### src/rtl/risc_v_pkg.sv
// -----------------------------------------------------------------------------
// risc_v_pkg
// Shared types and default widths for the processor memory-port arbiter.
//   arb_state_t : arbiter FSM states (IDLE, REQ, RSP)
//   arb_owner_t : which pipeline stage owns the current bus transaction
// -----------------------------------------------------------------------------
package risc_v_pkg;

    localparam int XLEN_DEF   = 32;
    localparam int ADDR_W_DEF = 32;

    typedef enum logic [1:0] {
        IDLE = 2'd0,
        REQ  = 2'd1,
        RSP  = 2'd2
    } arb_state_t;

    typedef enum logic [1:0] {
        OWN_NONE = 2'd0,
        OWN_IF   = 2'd1,
        OWN_DM   = 2'd2
    } arb_owner_t;

endpackage

### src/rtl/mem_arb_watchdog.sv
// -----------------------------------------------------------------------------
// mem_arb_watchdog
// Loadable transaction timeout counter for the memory-port arbiter.
// Ports:
//   clk      : system clock, rising edge
//   reset    : asynchronous, active-high reset
//   i_load   : clear the counter (new transaction granted)
//   i_en     : count this cycle (transaction outstanding)
//   o_expire : the current outstanding cycle is the TIMEOUT-th one
// -----------------------------------------------------------------------------
module mem_arb_watchdog #(
    parameter int TIMEOUT = 255
) (
    input  logic clk,
    input  logic reset,
    input  logic i_load,
    input  logic i_en,
    output logic o_expire
);

    localparam int CNT_W = $clog2(TIMEOUT + 1);

    logic [CNT_W-1:0] r_count;

    always_ff @(posedge clk or posedge reset) begin
        if (reset) begin
            r_count <= '0;
        end else if (i_load) begin
            r_count <= '0;
        end else if (i_en) begin
            r_count <= r_count + 1'b1;
        end
    end

    // The count is 0 in the first outstanding cycle, so TIMEOUT-1 marks the
    // last cycle; the abort takes effect on the edge where it would reach TIMEOUT.
    assign o_expire = i_en && (r_count == CNT_W'(TIMEOUT - 1));

endmodule

### src/rtl/mem_port_arbiter.sv
// -----------------------------------------------------------------------------
// mem_port_arbiter
// Shares one unified instruction/data memory port between the IF stage (fetch)
// and the MEM stage (load/store). One transaction at a time; DM wins ties.
// Ports:
//   clk, reset                    : clock / asynchronous active-high reset
//   if_req_*, if_flush            : fetch request (level) and redirect flush
//   if_rsp_valid/data, if_stall   : fetch response strobe, instruction, stall
//   dm_req_*                      : load/store request (level)
//   dm_rsp_valid/rdata, dm_stall  : data response strobe, load data, stall
//   mem_req_*, mem_rsp_*          : memory-side valid/ready request, response
//   bus_err                       : one-cycle timeout abort strobe
// -----------------------------------------------------------------------------
module mem_port_arbiter
    import risc_v_pkg::*;
#(
    parameter int XLEN    = XLEN_DEF,
    parameter int ADDR_W  = ADDR_W_DEF,
    parameter int TIMEOUT = 255
) (
    input  logic              clk,
    input  logic              reset,
    input  logic              if_req_valid,
    input  logic [ADDR_W-1:0] if_req_addr,
    input  logic              if_flush,
    output logic              if_rsp_valid,
    output logic [XLEN-1:0]   if_rsp_data,
    output logic              if_stall,
    input  logic              dm_req_valid,
    input  logic              dm_req_we,
    input  logic [XLEN/8-1:0] dm_req_be,
    input  logic [ADDR_W-1:0] dm_req_addr,
    input  logic [XLEN-1:0]   dm_req_wdata,
    output logic              dm_rsp_valid,
    output logic [XLEN-1:0]   dm_rsp_rdata,
    output logic              dm_stall,
    output logic              mem_req_valid,
    input  logic              mem_req_ready,
    output logic              mem_req_we,
    output logic [XLEN/8-1:0] mem_req_be,
    output logic [ADDR_W-1:0] mem_req_addr,
    output logic [XLEN-1:0]   mem_req_wdata,
    input  logic              mem_rsp_valid,
    input  logic [XLEN-1:0]   mem_rsp_rdata,
    output logic              bus_err
);

    arb_state_t        r_state;
    arb_state_t        w_state_nxt;
    arb_owner_t        r_owner;
    logic              r_discard;
    logic              r_we;
    logic [XLEN/8-1:0] r_be;
    logic [ADDR_W-1:0] r_addr;
    logic [XLEN-1:0]   r_wdata;
    logic              r_if_rsp_valid;
    logic [XLEN-1:0]   r_if_rsp_data;
    logic              r_dm_rsp_valid;
    logic [XLEN-1:0]   r_dm_rsp_rdata;
    logic              r_bus_err;

    logic w_grant_dm;
    logic w_grant_if;
    logic w_done;
    logic w_abort;
    logic w_finish;
    logic w_expire;
    logic w_flush_hit;
    logic w_drop;
    logic w_if_fin;
    logic w_dm_fin;

    mem_arb_watchdog #(
        .TIMEOUT(TIMEOUT)
    ) u_watchdog (
        .clk     (clk),
        .reset   (reset),
        .i_load  (w_grant_dm | w_grant_if),
        .i_en    (r_state != IDLE),
        .o_expire(w_expire)
    );

    always_ff @(posedge clk or posedge reset) begin
        if (reset) begin
            r_state <= IDLE;
        end else begin
            r_state <= w_state_nxt;
        end
    end

    // A requester whose response strobe is high this cycle is still holding a
    // request that was just served, so it must not be re-granted.
    always_comb begin
        w_state_nxt = r_state;
        w_grant_dm  = 1'b0;
        w_grant_if  = 1'b0;
        w_done      = 1'b0;
        w_abort     = 1'b0;
        case (r_state)
            IDLE: begin
                if (dm_req_valid && !r_dm_rsp_valid) begin
                    w_grant_dm  = 1'b1;
                    w_state_nxt = REQ;
                end else if (if_req_valid && !r_if_rsp_valid) begin
                    w_grant_if  = 1'b1;
                    w_state_nxt = REQ;
                end
            end
            REQ: begin
                // A response here is illegal and ignored; only expiry or
                // acceptance moves the FSM.
                if (w_expire) begin
                    w_abort     = 1'b1;
                    w_state_nxt = IDLE;
                end else if (mem_req_ready) begin
                    w_state_nxt = RSP;
                end
            end
            RSP: begin
                // A real response in the last allowed cycle still completes.
                if (mem_rsp_valid) begin
                    w_done      = 1'b1;
                    w_state_nxt = IDLE;
                end else if (w_expire) begin
                    w_abort     = 1'b1;
                    w_state_nxt = IDLE;
                end
            end
            default: begin
                w_state_nxt = IDLE;
            end
        endcase
    end

    assign w_finish    = w_done | w_abort;
    // A flush arriving in the completion cycle itself must also drop the response.
    assign w_flush_hit = if_flush && (r_owner == OWN_IF) && (r_state != IDLE);
    assign w_drop      = r_discard | w_flush_hit;
    assign w_if_fin    = w_finish && (r_owner == OWN_IF) && !w_drop;
    assign w_dm_fin    = w_finish && (r_owner == OWN_DM);

    always_ff @(posedge clk or posedge reset) begin
        if (reset) begin
            r_owner        <= OWN_NONE;
            r_discard      <= 1'b0;
            r_we           <= 1'b0;
            r_be           <= '0;
            r_addr         <= '0;
            r_wdata        <= '0;
            r_if_rsp_valid <= 1'b0;
            r_if_rsp_data  <= '0;
            r_dm_rsp_valid <= 1'b0;
            r_dm_rsp_rdata <= '0;
            r_bus_err      <= 1'b0;
        end else begin
            r_if_rsp_valid <= w_if_fin;
            r_dm_rsp_valid <= w_dm_fin;
            r_bus_err      <= w_abort;

            if (w_if_fin) begin
                r_if_rsp_data <= w_done ? mem_rsp_rdata : '0;
            end
            if (w_dm_fin) begin
                r_dm_rsp_rdata <= w_done ? mem_rsp_rdata : '0;
            end

            if (w_finish) begin
                r_discard <= 1'b0;
                r_owner   <= OWN_NONE;
            end else if (w_flush_hit) begin
                r_discard <= 1'b1;
            end

            if (w_grant_dm) begin
                r_owner <= OWN_DM;
                r_we    <= dm_req_we;
                r_be    <= dm_req_be;
                r_addr  <= dm_req_addr;
                r_wdata <= dm_req_wdata;
            end else if (w_grant_if) begin
                r_owner <= OWN_IF;
                r_we    <= 1'b0;
                r_be    <= '1;
                r_addr  <= if_req_addr;
                r_wdata <= '0;
            end
        end
    end

    assign mem_req_valid = (r_state == REQ);
    assign mem_req_we    = r_we;
    assign mem_req_be    = r_be;
    assign mem_req_addr  = r_addr;
    assign mem_req_wdata = r_wdata;

    assign if_rsp_valid  = r_if_rsp_valid;
    assign if_rsp_data   = r_if_rsp_data;
    assign dm_rsp_valid  = r_dm_rsp_valid;
    assign dm_rsp_rdata  = r_dm_rsp_rdata;
    assign bus_err       = r_bus_err;

    assign if_stall = if_req_valid & ~r_if_rsp_valid;
    assign dm_stall = dm_req_valid & ~r_dm_rsp_valid;

endmodule

### config.mk
export PLATFORM = sky130hd
export DESIGN_NAME = mem_port_arbiter
export DESIGN_NICKNAME = d
export VERILOG_FILES = /design/src/rtl/risc_v_pkg.sv /design/src/rtl/mem_arb_watchdog.sv /design/src/rtl/mem_port_arbiter.sv
export SDC_FILE = /design/constraint.sdc
export NUM_CORES = 1
export LEC_CHECK = 0
export CAP_MARGIN = 20
export CORE_MARGIN = 1
export CORE_UTILIZATION = 42
export CTS_CLUSTER_DIAMETER = 150
export DETAILED_ROUTE_END_ITERATION = 6
export PLACE_DENSITY = 0.84
export SETUP_SLACK_MARGIN = 0.5
export SLEW_MARGIN = 25
export SYNTH_ARGS = -nofsm -noshare
export SYNTH_HDL_FRONTEND = slang
export SYNTH_SLANG_ARGS = --single-unit
### constraint.sdc
create_clock -name clk -period 5.71 [get_ports clk]
set_input_delay 0.8565 -clock clk [delete_from_list [all_inputs] [get_ports clk]]
set_output_delay 0.8565 -clock clk [all_outputs]
set_load 0.05 [all_outputs]
==> impl_metrics.toml <==
[clock_network]
cts_tree = "built"
path_clk_slew_ps = 60
hold_buffers = 0
post_cts_buffers = 0
clk_latency_ps = 420
cts_made_buffers = 17
cts.sinks = 149
clk_path_buf_depth = 2
cts_root_buffer = "clkbuf_16"
cts_max_level = 4
cts_resized = 0

[place]
globalplace.congestion = 0.916
io_buffers = 278
dp_hpwl_um = 12600
dp_cells = 965

[route]
vias = 5245
antenna_left = 0
route.detailed.wl_per_inst_um = 18.1
viasPerCell = 5.26
first_iter_violations = 365
firstDrtPassIters = 6
drc_errors = 0
routed_wl_um = 18000

[yosys]
yosys.area.top_type = "dfrtp_1"
synth-edff-count = 0
syn_inst = 541
yosys_warnings = 0
netlist_top_cells_count = "dfrtp_1 (149), nand2_1 (113), a22o_1 (64)"
synthesis.area_um2 = 6070
yosysSeqAreaShare = 0.615
yosysTopAreaCellShare = 0.615
postSynth.asyncResetShare = 1.00
synth_most_common_cell = "dfrtp_1"
ys_ff_latch = 149
synth_ff_type = "dfrtp_1"
synth_cell_type_count = 35
syn_avg_cell_area_um2 = 11.2
synth_area_leaders = "dfrtp_1 (61%), a22o_1 (9.2%), nand2_1 (7.0%)"
syn_nets = 687

[worst_setup_path]
path_class = "input port to primary output"
critical-path-top-delay-family = "buffers and inverters"
slowest_delay_ps = 820
crit_chain = "clkdlybuf4s50_1, nand2b_1, inv_1, clkdlybuf4s50_1"
worstPathRequired_ps = 4850
path_max_fanout = 10
critPathBufInv = 3
start_kind = "input port"
crit_slowest_cell = "clkdlybuf4s50_1"
endpoint_kind = "primary output"
cp.arrival_ps = 2580
cpMostUsedCell = "clkdlybuf4s50_1"

[hold_path]
hold_path_class = "register to register"

[grt]
grt_first_pass_wirelength_um = 27800
grt_remaining_overflow = 0
antenna_found_initial = 0
first_global_vias = 5427
grt_start_max_net_pins = 121
track_usage = 0.246

[timing]
setup_viol = 0
timing.final.crit_share = 0.601
holdWs_ps = 501
maxSlewViolCount = 0
final_hold_viol_count = 0
maxSlewHeadroom = 0.464
rsz0062_at_grt = "false"
tightest_slew_ps = 803
min_period_ps = 3430
clock_skew_ps = 10.0
fin_setup_tns_ps = 0
max_freq_ghz = 0.291

[cells_and_area]
final_cells = 998
drive_above_1_share = 0.0575
area_delta_synth_final_pct = 58.6
regArea_um2 = 3730
final_core_util = 0.688
multi_input_comb_area_um2 = 2110
diodes = 0
final_nets = 951
nFillCells = 1020

[floorplanning]
core_um2 = 14000
dieArea_um2 = 14900
num_rows = 43
die_width_um = 122
start_util = 0.434
io_pins = 279
fp.dieH_um = 122

[status]
status = "completed"

[power_and_ir_drop]
p_leak_nw = 4.42
p_per_area_nw_per_um2 = 628
irDropWorstVdd_mv = 0.450

[flow_run]
max_cap_violations = 0
[cells by family (layout without fill, tap and decap cells)]
group	count (synthesis)	after routing	synth area share
buffers and inverters	52	329	0.0404
adders and majority gates	6	6	0.0124
AOI/OAI and AO/OA	117	117	0.143
xor gates and xnor gates	5	5	0.00722
muxes	33	33	0.0547
and+or+nand+nor	179	179	0.128
DFF	149	149	0.615
[routing by layer]
metal / GRT usage / vias to the layer above / routed length (µm)
li1: - / 2415 / -
met1: 0.288 / 2561 / 6990
met2: 0.414 / 218 / 9270
met3: 0.0655 / 51 / 1070
met4: 0.123 / 0 / 714
met5: 0 / - / 0
[state kept, by name, indices dropped and copies added (netlist names)]
name and cells:
mem_req_be 4, r_discard 1, dm_rsp_rdata 32, bus_err 1, r_owner 2, mem_req_wdata 32
if_rsp_data 32, mem_req_we 1, mem_req_addr 32, u_watchdog.r_count 8, dm_rsp_valid 1, r_state 2
if_rsp_valid 1
[where the power goes]
| group | switching (mW) | internal, mW | leakage, nW | total (mW) |
|---|---|---|---|---|
| sequential | 0.259 | 1.47 | 1.89 | 1.73 |
| clock | 0.433 | 0.787 | 0.302 | 1.22 |
| combinational | 2.04 | 1.06 | 2.22 | 3.09 |
[through the flow]
stage	area, µm²	worst slack (ps)	total power, mW
after detailed placement	8940	2300	4.83
after global routing	9620	2220	6.30
after CTS	9590	2300	6.08
after floorplan	6070	845	3.71
after global placement	8940	2350	4.74
final	9620	2280	6.04
[worst min-delay path, delay by kind of cell (launching register included)]
| family | cells | cell delay, ps |
|---|---|---|
| flops | 1 | 340 |
| simple gates | 2 | 130 |
[layout make-up]
| class | instances | share of cell area |
|---|---|---|
| Clock buffer | 20 | 0.0464 |
| Sequential cell | 149 | 0.388 |
| Tap cell | 180 | 0.0234 |
| Clock inverter | 12 | 0.0211 |
| Inverter | 12 | 0.00546 |
| Multi-Input combinational cell | 340 | 0.220 |
| Timing Repair Buffer | 285 | 0.296 |
[cell usage in the layout, fill, tap and decap left out, types with 2 or more instances in the layout]
cell	netlist	routed
ha_1	6	6
a22o_1	64	64
buf_4	0	6
a31oi_1	3	3
xnor2_1	5	5
clkinvlp_4	0	4
nor2b_1	3	3
nand2_1	113	113
nor2_1	11	10
bufinv_16	0	5
dfrtp_1	149	149
inv_1	12	11
clkbuf_16	0	17
clkbuf_1	28	2
mux2i_1	32	32
or3b_2	1	2
clkdlybuf4s50_1	0	278
clkinv_4	0	2
or4b_1	2	2
a21oi_1	5	5
nand2b_1	2	2
a311oi_1	3	3
o21ai_0	37	37
nand3_1	39	38
[path summary, 6_finish.rpt]
check / from / end / slack [ps] / depth (start not counted)
min reg2reg: mem_req_wdata[29] / mem_req_wdata[29] / 500 / 2
min in group asynchronous: reset / mem_req_wdata[16] / 1020 / 2
min: mem_req_wdata[29] / mem_req_wdata[29] / 500 / 2
max: dm_req_valid / dm_stall / 2280 / 4
max reg2reg: r_state[0] / if_rsp_data[1] / 2760 / 6
max in group asynchronous: reset / mem_req_wdata[24] / 3750 / 3
No activity file was read; power rests on OpenSTA's default activity.
